==> src/rtl/demux_pkg.sv <==
// Shared constants and types for the 11-channel buffered demultiplexer.
package demux_pkg;

    localparam int NUM_CH    = 11;
    localparam int SEL_W     = 4;
    localparam int DROPCNT_W = 8;
    localparam int SEL_SPAN  = 1 << SEL_W;

    typedef logic [SEL_W-1:0] sel_t;

    // Indices 0..NUM_CH-1 address a channel; the rest of the code space is dropped.
    function automatic logic sel_legal(input sel_t sel);
        return (sel <= sel_t'(NUM_CH - 1));
    endfunction

endpackage

==> src/rtl/demux_slot.sv <==
// One-entry channel holding register: loads on fill, empties on drain, fill wins a tie.
module demux_slot
    import demux_pkg::*;
#(
    parameter int WIDTH = 8
) (
    input  logic             clk,
    input  logic             reset,
    input  logic             fill_i,
    input  logic             ready_i,
    input  logic [WIDTH-1:0] d_i,
    output logic             valid_o,
    output logic [WIDTH-1:0] data_o
);

    logic             valid_q, valid_d;
    logic [WIDTH-1:0] data_q, data_d;

    // Next-state for the slot; data keeps its last value after a drain.
    always_comb begin
        valid_d = valid_q;
        data_d  = data_q;
        if (fill_i) begin
            valid_d = 1'b1;
            data_d  = d_i;
        end else if (valid_q && ready_i) begin
            valid_d = 1'b0;
        end else begin
            valid_d = valid_q;
        end
    end

    // Slot register with synchronous reset.
    always_ff @(posedge clk) begin
        if (reset) begin
            valid_q <= 1'b0;
            data_q  <= '0;
        end else begin
            valid_q <= valid_d;
            data_q  <= data_d;
        end
    end

    assign valid_o = valid_q;
    assign data_o  = data_q;

endmodule

==> src/rtl/demux11_buf.sv <==
// 11-way demultiplexer with a one-entry buffer per channel; illegal indices are dropped.
// Optional DEMUX11_DROPCNT_EN adds a saturating count of dropped items.
module demux11_buf
    import demux_pkg::*;
#(
    parameter int WIDTH = 8
) (
    input  logic                 clk,
    input  logic                 reset,
    input  logic                 in_valid,
    output logic                 in_ready,
    input  logic [WIDTH-1:0]     d,
    input  sel_t                 s,
    output logic [WIDTH-1:0]     y0,
    output logic [WIDTH-1:0]     y1,
    output logic [WIDTH-1:0]     y2,
    output logic [WIDTH-1:0]     y3,
    output logic [WIDTH-1:0]     y4,
    output logic [WIDTH-1:0]     y5,
    output logic [WIDTH-1:0]     y6,
    output logic [WIDTH-1:0]     y7,
    output logic [WIDTH-1:0]     y8,
    output logic [WIDTH-1:0]     y9,
    output logic [WIDTH-1:0]     y10,
    output logic [NUM_CH-1:0]    y_valid,
    input  logic [NUM_CH-1:0]    y_ready,
    output logic [DROPCNT_W-1:0] drop_cnt,
    output logic                 drop_pulse
);

    logic [NUM_CH-1:0]   y_valid_s;
    logic [NUM_CH-1:0]   fill_s;
    logic [SEL_SPAN-1:0] ready_pad_s;
    logic [SEL_SPAN-1:0] fill_pad_s;
    logic                legal_s;
    logic                accept_s;
    logic                drop_s;
    logic                drop_pulse_q;
    logic [WIDTH-1:0]    data_s [NUM_CH];

    // Select decode and in_ready; padding keeps the index in range for 11..15.
    always_comb begin
        legal_s                  = sel_legal(s);
        ready_pad_s              = '0;
        ready_pad_s[NUM_CH-1:0]  = ~y_valid_s | y_ready;
        in_ready                 = legal_s ? ready_pad_s[s] : 1'b1;
        accept_s                 = in_valid && in_ready;
        fill_pad_s               = '0;
        if (accept_s && legal_s) begin
            fill_pad_s[s] = 1'b1;
        end else begin
            fill_pad_s = '0;
        end
        fill_s = fill_pad_s[NUM_CH-1:0];
        drop_s = accept_s && !legal_s;
    end

    for (genvar g = 0; g < NUM_CH; g++) begin : g_slot
        demux_slot #(.WIDTH(WIDTH)) u_slot (
            .clk     (clk),
            .reset   (reset),
            .fill_i  (fill_s[g]),
            .ready_i (y_ready[g]),
            .d_i     (d),
            .valid_o (y_valid_s[g]),
            .data_o  (data_s[g])
        );
    end

    // One-cycle flag following each accepted illegal-index item.
    always_ff @(posedge clk) begin
        if (reset) begin
            drop_pulse_q <= 1'b0;
        end else begin
            drop_pulse_q <= drop_s;
        end
    end

`ifdef DEMUX11_DROPCNT_EN
    logic [DROPCNT_W-1:0] drop_cnt_q, drop_cnt_d;

    // Saturating drop counter next-state.
    always_comb begin
        drop_cnt_d = drop_cnt_q;
        if (drop_s && (drop_cnt_q != {DROPCNT_W{1'b1}})) begin
            drop_cnt_d = drop_cnt_q + DROPCNT_W'(1);
        end else begin
            drop_cnt_d = drop_cnt_q;
        end
    end

    // Drop counter register.
    always_ff @(posedge clk) begin
        if (reset) begin
            drop_cnt_q <= '0;
        end else begin
            drop_cnt_q <= drop_cnt_d;
        end
    end

    assign drop_cnt = drop_cnt_q;
`else
    assign drop_cnt = '0;
`endif

    assign drop_pulse = drop_pulse_q;
    assign y_valid    = y_valid_s;
    assign y0         = data_s[0];
    assign y1         = data_s[1];
    assign y2         = data_s[2];
    assign y3         = data_s[3];
    assign y4         = data_s[4];
    assign y5         = data_s[5];
    assign y6         = data_s[6];
    assign y7         = data_s[7];
    assign y8         = data_s[8];
    assign y9         = data_s[9];
    assign y10        = data_s[10];

endmodule

==> config.mk <==
export PLATFORM = sky130hd
export DESIGN_NAME = demux11_buf
export DESIGN_NICKNAME = d
export VERILOG_FILES = /design/src/rtl/demux_pkg.sv /design/src/rtl/demux_slot.sv /design/src/rtl/demux11_buf.sv
export SDC_FILE = /design/constraint.sdc
export NUM_CORES = 1
export LEC_CHECK = 0
export BUFFER_PORTS_ARGS = -buffer_cell sky130_fd_sc_hd__clkbuf_2
export CAP_MARGIN = 30
export CORE_ASPECT_RATIO = 0.75
export CORE_MARGIN = 2
export CORE_UTILIZATION = 30
export DETAILED_ROUTE_END_ITERATION = 10
export GPL_ROUTABILITY_DRIVEN = 0
export HOLD_SLACK_MARGIN = 0.06
export SLEW_MARGIN = 40
export SYNTH_ARGS = -nofsm -noshare
export SYNTH_HDL_FRONTEND = slang
export SYNTH_SLANG_ARGS = --single-unit
export TNS_END_PERCENT = 100
==> constraint.sdc <==
create_clock -name clk -period 3.05 [get_ports clk]
set_clock_uncertainty 0.2 [all_clocks]
set_input_delay 0.305 -clock clk [delete_from_list [all_inputs] [get_ports clk]]
set_output_delay 0.305 -clock clk [all_outputs]
set_load 0.02 [all_outputs]
---- Yosys cells after proc, flatten, opt, wreduce, memory -nomap -nowiden ----
Index checks and enable logic that the tools add are counted.
storage, ports and cells
  word-level logic and storage cells ...... 83
  output and inout bits ................... 109
  register bits ........................... 100
  input bits .............................. 26
operators by class
  muxes and demuxes ....................... 28
  magnitude comparators ................... 3
  reduce and logical (&&, ||, !) cells .... 27
  bitwise operators ....................... 2
operators by type and width
  operator            count
  $mux 1              25
  $reduce_bool 2->1   11
  $logic_and 1x1->1   15
  $mux 11             1
  $not 11->11         1
  $or 11x11->11       1
  $lt 4x5->1 const B  1
  $bmux 1 s4          1
  $demux 1 s4         1
  $ge 4x1->1 const B  1
  $le 4x4->1 const B  1
  $logic_not 1->1     1

---- Longest topological paths before layout ----
Gate-level depths: netlist of run 1.
  depth after elaboration ................. 9
  mapped depth ............................ 7
  depth with buffers taken out ............ 5

---- Hierarchy ----
From an unflattened synthesis of run 1, not the netlist that was laid out.
unflattened totals
  cell total of the unflattened synthesis .. 395
  area, all modules ....................... 3957.5 um^2
by module, submodules not included
  module       cells an instance  area an instance (um^2)  sequential area each (um^2)  instances
  demux_slot   30                 321.6                    180.2                        11
  demux11_buf  65                 420.4                    20.0                         1

---- Worst setup path after synthesis of run 1 ----
No wires, ideal clock.
  path type ............................... input to register
  start point ............................. input port s[0]
  end point ............................... register g_slot[6].u_slot.data_q[3]
  buffers on the path ..................... 2
  data required time ...................... 2722 ps
  stages on the path ...................... 6
  setup time .............................. 128 ps
  slack ................................... 1111 ps
  data arrival time ....................... 1612 ps
  cell sequence ........................... buf_6 -> mux4_2 -> nor4_2 -> buf_4 -> mux2i_1 -> nor2_1
on the way
  word-level cells in the longest chain between the ends .. 6
  elaborated cells on any way between the ends .. 12
  classes of those cells .................. 3 x order compare; 6 x mux; 3 x reduce/logical
RTL lines
  element                                             line               source
  start: declaration                                  demux11_buf.sv:13  input sel_t s,
  branches (longest 5 deep; another with $lt 4x5->1)  --
  $mux 11 (*)                                         demux11_buf.sv:49  if (accept_s && legal_s) begin
  end signal: assignment                              demux_slot.sv:40   data_q <= data_d;
  end: declaration                                    demux_slot.sv:17   logic [WIDTH-1:0] data_q, data_d;
Every way passes the cells marked *. The select of a mux whose other input is x is not followed.
A chain may end at the register's enable or synchronous reset.

---- Worst setup path in the final report of run 1 ----
  start point ............................. input port y_ready[10]
  end point ............................... output port in_ready
on the way
  word-level cells in the longest chain between the ends .. 4
RTL lines
  element                       line               source
  start: declaration            demux11_buf.sv:26  input logic [NUM_CH-1:0] y_ready,
  $or 11x11->11                 demux11_buf.sv:45  ready_pad_s[NUM_CH-1:0] = ~y_valid_s | y_ready;
  $bmux 1 s4                    demux11_buf.sv:46  in_ready = legal_s ? ready_pad_s[s] : 1'b1;
  $mux 1 (implied by the code)  demux11_buf.sv:46
  $mux 1                        demux11_buf.sv:46
  end: declaration              demux11_buf.sv:11  output logic in_ready,
No other way between the ends. The select of a mux whose other input is x is not followed.

==> flow_summary.yaml, run 1 <==
route:
  drc: 0
  routedWlPerCell_microns: 15.53
  vias_per_cell: 4.589
  vias: 3102
  drtPass1Iterations: 4
  drtIter0Drc: 141
  wl_microns: 10500
  ant_nets: 0
timing:
  tns_ns: 0
  setup_viol: 0
  rsz0062_at_grt: "no"
  fin_hold_ws_ns: 0.08097
  finalHoldViolCount: 0
  worst_pin_slew_ns: 0.7047
  drv_slew: 0
  max_freq_mhz: 410.9
  min_period_ns: 2.434
  relSlewSlack_pct: 53.02
  final.period_utilization_pct: 79.80
setup_path:
  end_kind: "output pin"
  r2r_start: "g_slot[7].u_slot.valid_o"
  max_stage_delay_ns: 0.53
  critPathArrivalTime_ns: 1.93
  required_ns: 2.54
  rrSetupSlack_ns: 0.95
  critPathMaxFanout: 4
  cp-start-kind: "input port"
  critical_path_class: "input port to output pin"
  path_common_cell: "clkbuf_2"
  reg2reg_to: "g_slot[6].u_slot.data_o[1]"
  r2r_cells: 6
  crit_chain: "dlygate4sd3_1 -> clkbuf_2 -> nor3b_1 -> o21ai_0 -> a31o_2 -> a211o_1 -> clkbuf_2"
  cp_slowest_cell: "dlygate4sd3_1"
finish:
  final_nets: 526
  instances_no_fill: 676
  nFillCells: 1306
  multi_input_area_sq_um: 1748
  utilization_pct: 38.19
  diodes: 0
  register_area_sq_um: 2002
  area_growth_pct: 24.25
  layout-drive-gt1-share_pct: 31.09
synth:
  synth_top_area_cell: "dfxtp_1"
  synth_top_flop_cell: "dfxtp_1"
  synthDistinctLibCells: 28
  yosysMostFrequentCell: "dfxtp_1"
  ys_seq_area_share_pct: 50.20
  syn_avg_cell_area_sq_um: 10.20
  synth_top_area_share_pct: 50.20
  ys_top_cells_by_area: "dfxtp_1, mux2i_1, nand2b_1"
  yosys-top-cells-count: "dfxtp_1, mux2i_1, nand2b_1, nor2_1, nand3b_1"
  synthArstFlopShare_pct: 0
  yosys_warnings: 0
  netlist_area_sq_um: 3988
  synth-edff-count: 0
  synth_seq_cells: 100
  syn_inst: 391
worst_hold_path:
  whs_path_depth: 3
  hold_class: "input port to flop"
  worstHoldEndpoint: "g_slot[6].u_slot.data_o[5]"
  worstHoldStart: "d[5]"
clock_tree:
  cts_setup_buffers: 0
  clk_pin_slew_ns: 0.07
  cts_hold_buf: 3
  cts_tree: "yes"
  cts-resized-gates: 0
  clockRootBuffer: "clkbuf_16"
  cts-buffers-inserted: 9
  cts_max_level: 3
  cts_buffer_depth: 2
  cts.sinks: 100
  clk-insertion-delay-late_ns: 0.33
pwr:
  switching_power_mw: 0.6237
  seq_power_share_pct: 51.7
  sw_frac_of_total_pct: 24.24
  clockPowerShare_pct: 41.1
  leakagePower_nw: 2.118
  power.combinational.fraction_pct: 7.2
  power.total_mw: 2.573
  p_int_mw: 1.949
  vdd_ir_drop_max_v: 0.0002583
  power_density_nw_per_um2: 519.2
placement:
  port_buffers: 126
  numPlacedInstances: 657
  dp_hpwl_microns: 7510
floorplan:
  die_w_microns: 137.1
  die_area_sq_um: 14240
  die_h_microns: 103.8
  boundaryPins: 135
  core-area_sq_um: 12970
  initial_utilization_pct: 30.74
  fp-row-count: 36
grt:
  grt_pass1_wl_microns: 16120
  grt_start_max_net_pins: 45
  grt_pass1_vias: 2945
  overflow: 0
  grt_use_total_pct: 14.67
  antenna_found_initial: 0
job:
  maxCapViolCount: 0
outcome:
  status: "completed"
layout make-up:
class | count | share of cell area, %
clock buffer | 12 | 4.773
clock inverter | 4 | 0.6818
multi-input combinational | 252 | 35.28
sequential | 100 | 40.40
tap | 171 | 4.318
timing repair buffer | 137 | 14.55
registers in the layout, indices dropped and copies added (netlist names):
name	count
g_slot.u_slot.data_o	88
g_slot.u_slot.valid_o	11
drop_pulse	1
layer usage:
metal,vias to the layer above,wire (microns),GRT usage [%]
li1,1533,-,-
met1,1462,4970,20.07
met2,100,4782,22.74
met3,7,682,4.405
met4,0,66,3.166
met5,-,0,0
metrics by stage:
stage	worst slack, ns	instance area [sq um]
after floorplan	1.111	4014
after global placement	0.7918	4654
after detailed placement	0.7304	4654
after CTS	0.6245	4955
after global routing	0.5180	4955
final	0.6161	4955
critical path: cells and delay by family:
family,cells,cell delay (ns)
buf+inv,3,0.80
compound gates,3,0.67
simple gates,1,0.15
worst max path at each step:
stage                      from                         end  slack (ns)
finish              y_ready[10]                    in_ready        0.62
global route        y_ready[10]                    in_ready        0.52
CTS                 y_ready[10]                    in_ready        0.62
detailed placement         s[0]  g_slot[3].u_slot.data_o[7]        0.73
global placement           s[0]  g_slot[6].u_slot.data_o[2]        0.79
floorplan                  s[0]  g_slot[6].u_slot.data_o[3]        1.11
placed cells by master (no fill, tap or decap), types with 8 or more instances in the layout:
master / instances
clkbuf_2: 125
dfxtp_1: 100
mux2i_1: 59
nor2_1: 39
nand2b_1: 39
nand3b_1: 32
o21ai_0: 24
o21ai_1: 9
clkbuf_16: 9
conb_1: 8
buf_4: 8
cell families (layout without fill, tap and decap cells):
| group | count (synthesis) | in the layout | share of synthesized area (%) |
|---|---|---|---|
| and+or+nand+nor | 134 | 134 | 19.58 |
| DFF | 100 | 100 | 50.20 |
| muxes | 61 | 61 | 15.94 |
| AOI/OAI and AO/OA | 49 | 49 | 7.186 |
| buffers and inverters | 46 | 153 | 6.997 |
| other | 1 | 8 | 0.09404 |
power by group through the flow:
stage	Sequential [mW]	Clock [mW]	Combinational (mW)
final	1.33	1.06	0.186
after global routing	1.33	1.14	0.202
after CTS	1.33	1.09	0.189
after detailed placement	1.36	0	0.185
after global placement	1.36	0	0.183
after floorplan	1.38	0	0.109
Power figures use the tool's default switching activity.
==> run 2: changes to the inputs <==
--- a/config.mk
+++ b/config.mk
@@ -5,6 +5,7 @@
 export SDC_FILE = /design/constraint.sdc
 export NUM_CORES = 1
 export LEC_CHECK = 0
+export ABC_AREA = 1
 export BUFFER_PORTS_ARGS = -buffer_cell sky130_fd_sc_hd__clkbuf_2
 export CAP_MARGIN = 30
 export CORE_ASPECT_RATIO = 0.75
==> constraint.sdc (replaced) <==
create_clock -name clk -period 2 [get_ports clk]
set_clock_uncertainty 0.2 [all_clocks]
set_input_delay 0.2 -clock clk [delete_from_list [all_inputs] [get_ports clk]]
set_output_delay 0.2 -clock clk [all_outputs]
set_load 0.02 [all_outputs]
==> flow_summary.yaml, run 2 <==
outcome:
  status: "completed"
setup_path:
  r2r_start: "g_slot[9].u_slot.valid_o"
  crit_start: "g_slot[9].u_slot.valid_o"
  cp-start-kind: "flop"
  required_ns: 2.05
  max_stage_delay_ns: 0.33
  crit_chain: "inv_2 -> nor2_4 -> nand2_1 -> nand2_1 -> nor2_1 -> nor2_1 -> nand3_2 -> buf_12 -> buf_16 -> nand4_4 -> clkbuf_16 -> nand2_2 -> nand2_1 -> nor2_1"
  critical_path.top_delay_family: "simple AND/OR/NAND/NOR gates"
  critPathArrivalTime_ns: 1.99
  cp_num_buf_inv: 4
  critical_path_class: "flop to flop"
  cp_slowest_cell: "dfxtp_2"
  end_kind: "flop"
  reg2reg_to: "g_slot[8].u_slot.data_o[0]"
  rrSetupSlack_ns: 0.06
  critPathMaxFanout: 5
  r2r_cells: 14
route:
  vias_per_cell: 4.149
  wl_microns: 14560
  routedWlPerCell_microns: 13.77
  drc: 0
  drtIter0Drc: 210
  vias: 4386
  ant_nets: 0
  drtPass1Iterations: 4
synth:
  yosys-top-cells-count: "nand2_1, nor2_1, inv_1"
  synth_simple_gate_area_share_pct: 37.25
  yosys_warnings: 0
  ys_seq_area_share_pct: 42.51
  syn_inst: 717
  synthDistinctLibCells: 21
  synth_top_area_share_pct: 42.51
  synthAdderAreaFrac_pct: 0
  synth_seq_cells: 100
  synth_top_area_cell: "dfxtp_1"
  ys_top_cells_by_area: "dfxtp_1, nand2_1, nor2_1"
  synthArstFlopShare_pct: 0
  synth_top_flop_cell: "dfxtp_1"
  synth_compound_area_share_pct: 1.488
  syn_avg_cell_area_sq_um: 6.568
  synth_top_family_by_area: "simple AND/OR/NAND/NOR gates"
  synth_mux_area_share_pct: 0
  yosysMostFrequentCell: "nand2_1"
  synth-edff-count: 0
  synthXorXnorAreaFrac_pct: 0
  netlist_area_sq_um: 4710
finish:
  diodes: 0
  final_nets: 873
  largest_reg_flops: 88
  instances_no_fill: 1057
  fin_area_sq_um: 6223
  final_common_cell: "nand2_1"
  utilization_pct: 40.75
  final_cell_mix: "nand2_1, nor2_1, inv_1"
  area_growth_pct: 32.15
  layout-drive-gt1-share_pct: 23.59
  nFillCells: 1615
clock_tree:
  clk-insertion-delay-late_ns: 0.35
  cts_buffer_depth: 2
  cts-buffers-inserted: 9
  cts.sinks: 100
  clockRootBuffer: "clkbuf_16"
  cts_max_level: 3
  cts_tree: "yes"
  clk_pin_slew_ns: 0.07
timing:
  finalHoldViolCount: 0
  worst_pin_slew_ns: 0.5095
  min_period_ns: 1.938
  relSlewSlack_pct: 65.91
  rsz0062_at_grt: "yes"
  setup_viol: 0
  final.period_utilization_pct: 96.90
  drv_slew: 0
  max_freq_mhz: 516.0
floorplan:
  die_w_microns: 148.7
  core-area_sq_um: 15270
  fp-row-count: 39
  boundaryPins: 135
  die_area_sq_um: 16730
  initial_utilization_pct: 30.83
  die_h_microns: 112.5
worst_hold_path:
  whs_path_depth: 3
  worstHoldEndpoint: "g_slot[8].u_slot.data_o[7]"
  worstHoldStart: "d[7]"
  hold_class: "input port to flop"
job:
  maxCapViolCount: 0
placement:
  dpl_cell_area_sq_um: 5384
  port_buffers: 126
  dp_hpwl_microns: 8992
  numPlacedInstances: 1015
grt:
  grt_pass1_vias: 3764
  grt_use_total_pct: 15.98
  grt_pass1_wl_microns: 20300
  grt_start_max_net_pins: 46
  overflow: 0
  antenna_found_initial: 0
pwr:
  power_density_nw_per_um2: 770.9
  vdd_ir_drop_max_v: 0.0004519
  leakagePower_nw: 3.365
  power.total_mw: 4.798
run 2: how the worst max path moves through the flow:
stage | end | cells past startpoint
global placement | g_slot[4].u_slot.data_o[3] | 10
floorplan | g_slot[9].u_slot.data_o[6] | 13
finish | g_slot[8].u_slot.data_o[0] | 14
CTS | in_ready | 9
detailed placement | g_slot[4].u_slot.data_o[3] | 10
global route | g_slot[6].u_slot.data_o[4] | 10
run 2: cells by family after synthesis:
| group | count (synthesis) |
|---|---|
| other cells | 1 |
| compound gates | 14 |
| flops | 100 |
| buf+inv | 188 |
| simple gates | 414 |
run 2: what timing repair did:
| item | in CTS | in global routing |
|---|---|---|
| pin swaps | 2 | 23 |
| setup buffers | 2 | 1 |
| hold buffers | 11 | 0 |
| gates cloned | 0 | 12 |
| gates resized for setup | 4 | 24 |
| endpoints found under the hold margin | 11 | 0 |
| endpoints found under the setup margin | 1 | 83 |
run 2: stage by stage:
stage | setup TNS [ns] | hold WS [ns] | setup slack (ns)
detailed placement | 0 | 0.2769 | 0.1294
finish | 0 | 0.09553 | 0.06208
global placement | 0 | 0.2715 | 0.1446
floorplan | 0 | 0.06907 | 0.3697
global route | -0.9802 | 0.1311 | -0.06372
CTS | 0 | 0.06976 | 0.01510
run 2: layout make-up:
class	count	area, sq um	share of cell area, %
repair buffers	153	1007	16.18
multi-input cells	444	2032	32.65
inverters	139	535.5	8.605
well taps	205	256.5	4.121
flip-flops and latches	100	2004	32.21
clock inverters	7	162.7	2.614
clock buffers	9	225.2	3.619
run 2: power breakdown:
group          internal (mW)  switching (mW)
clock network           1.47           0.800
logic                  0.157           0.333
registers               2.02          0.0155
total                   3.65            1.15
run 2: tightest hold or removal path: stages:
cell and delay (ns):
clkbuf_2 0.22, nor2_1 0.15, nor2_1 0.04
run 2: routing by layer:
layer / part of all wire, % / wire length (microns) / global-route usage [%]
met4: 1.2 / 177 / 4.571
met1: 50 / 7277 / 22.49
met5: 0 / 0 / 0
met2: 40 / 5882 / 22.81
met3: 8.4 / 1222 / 5.935
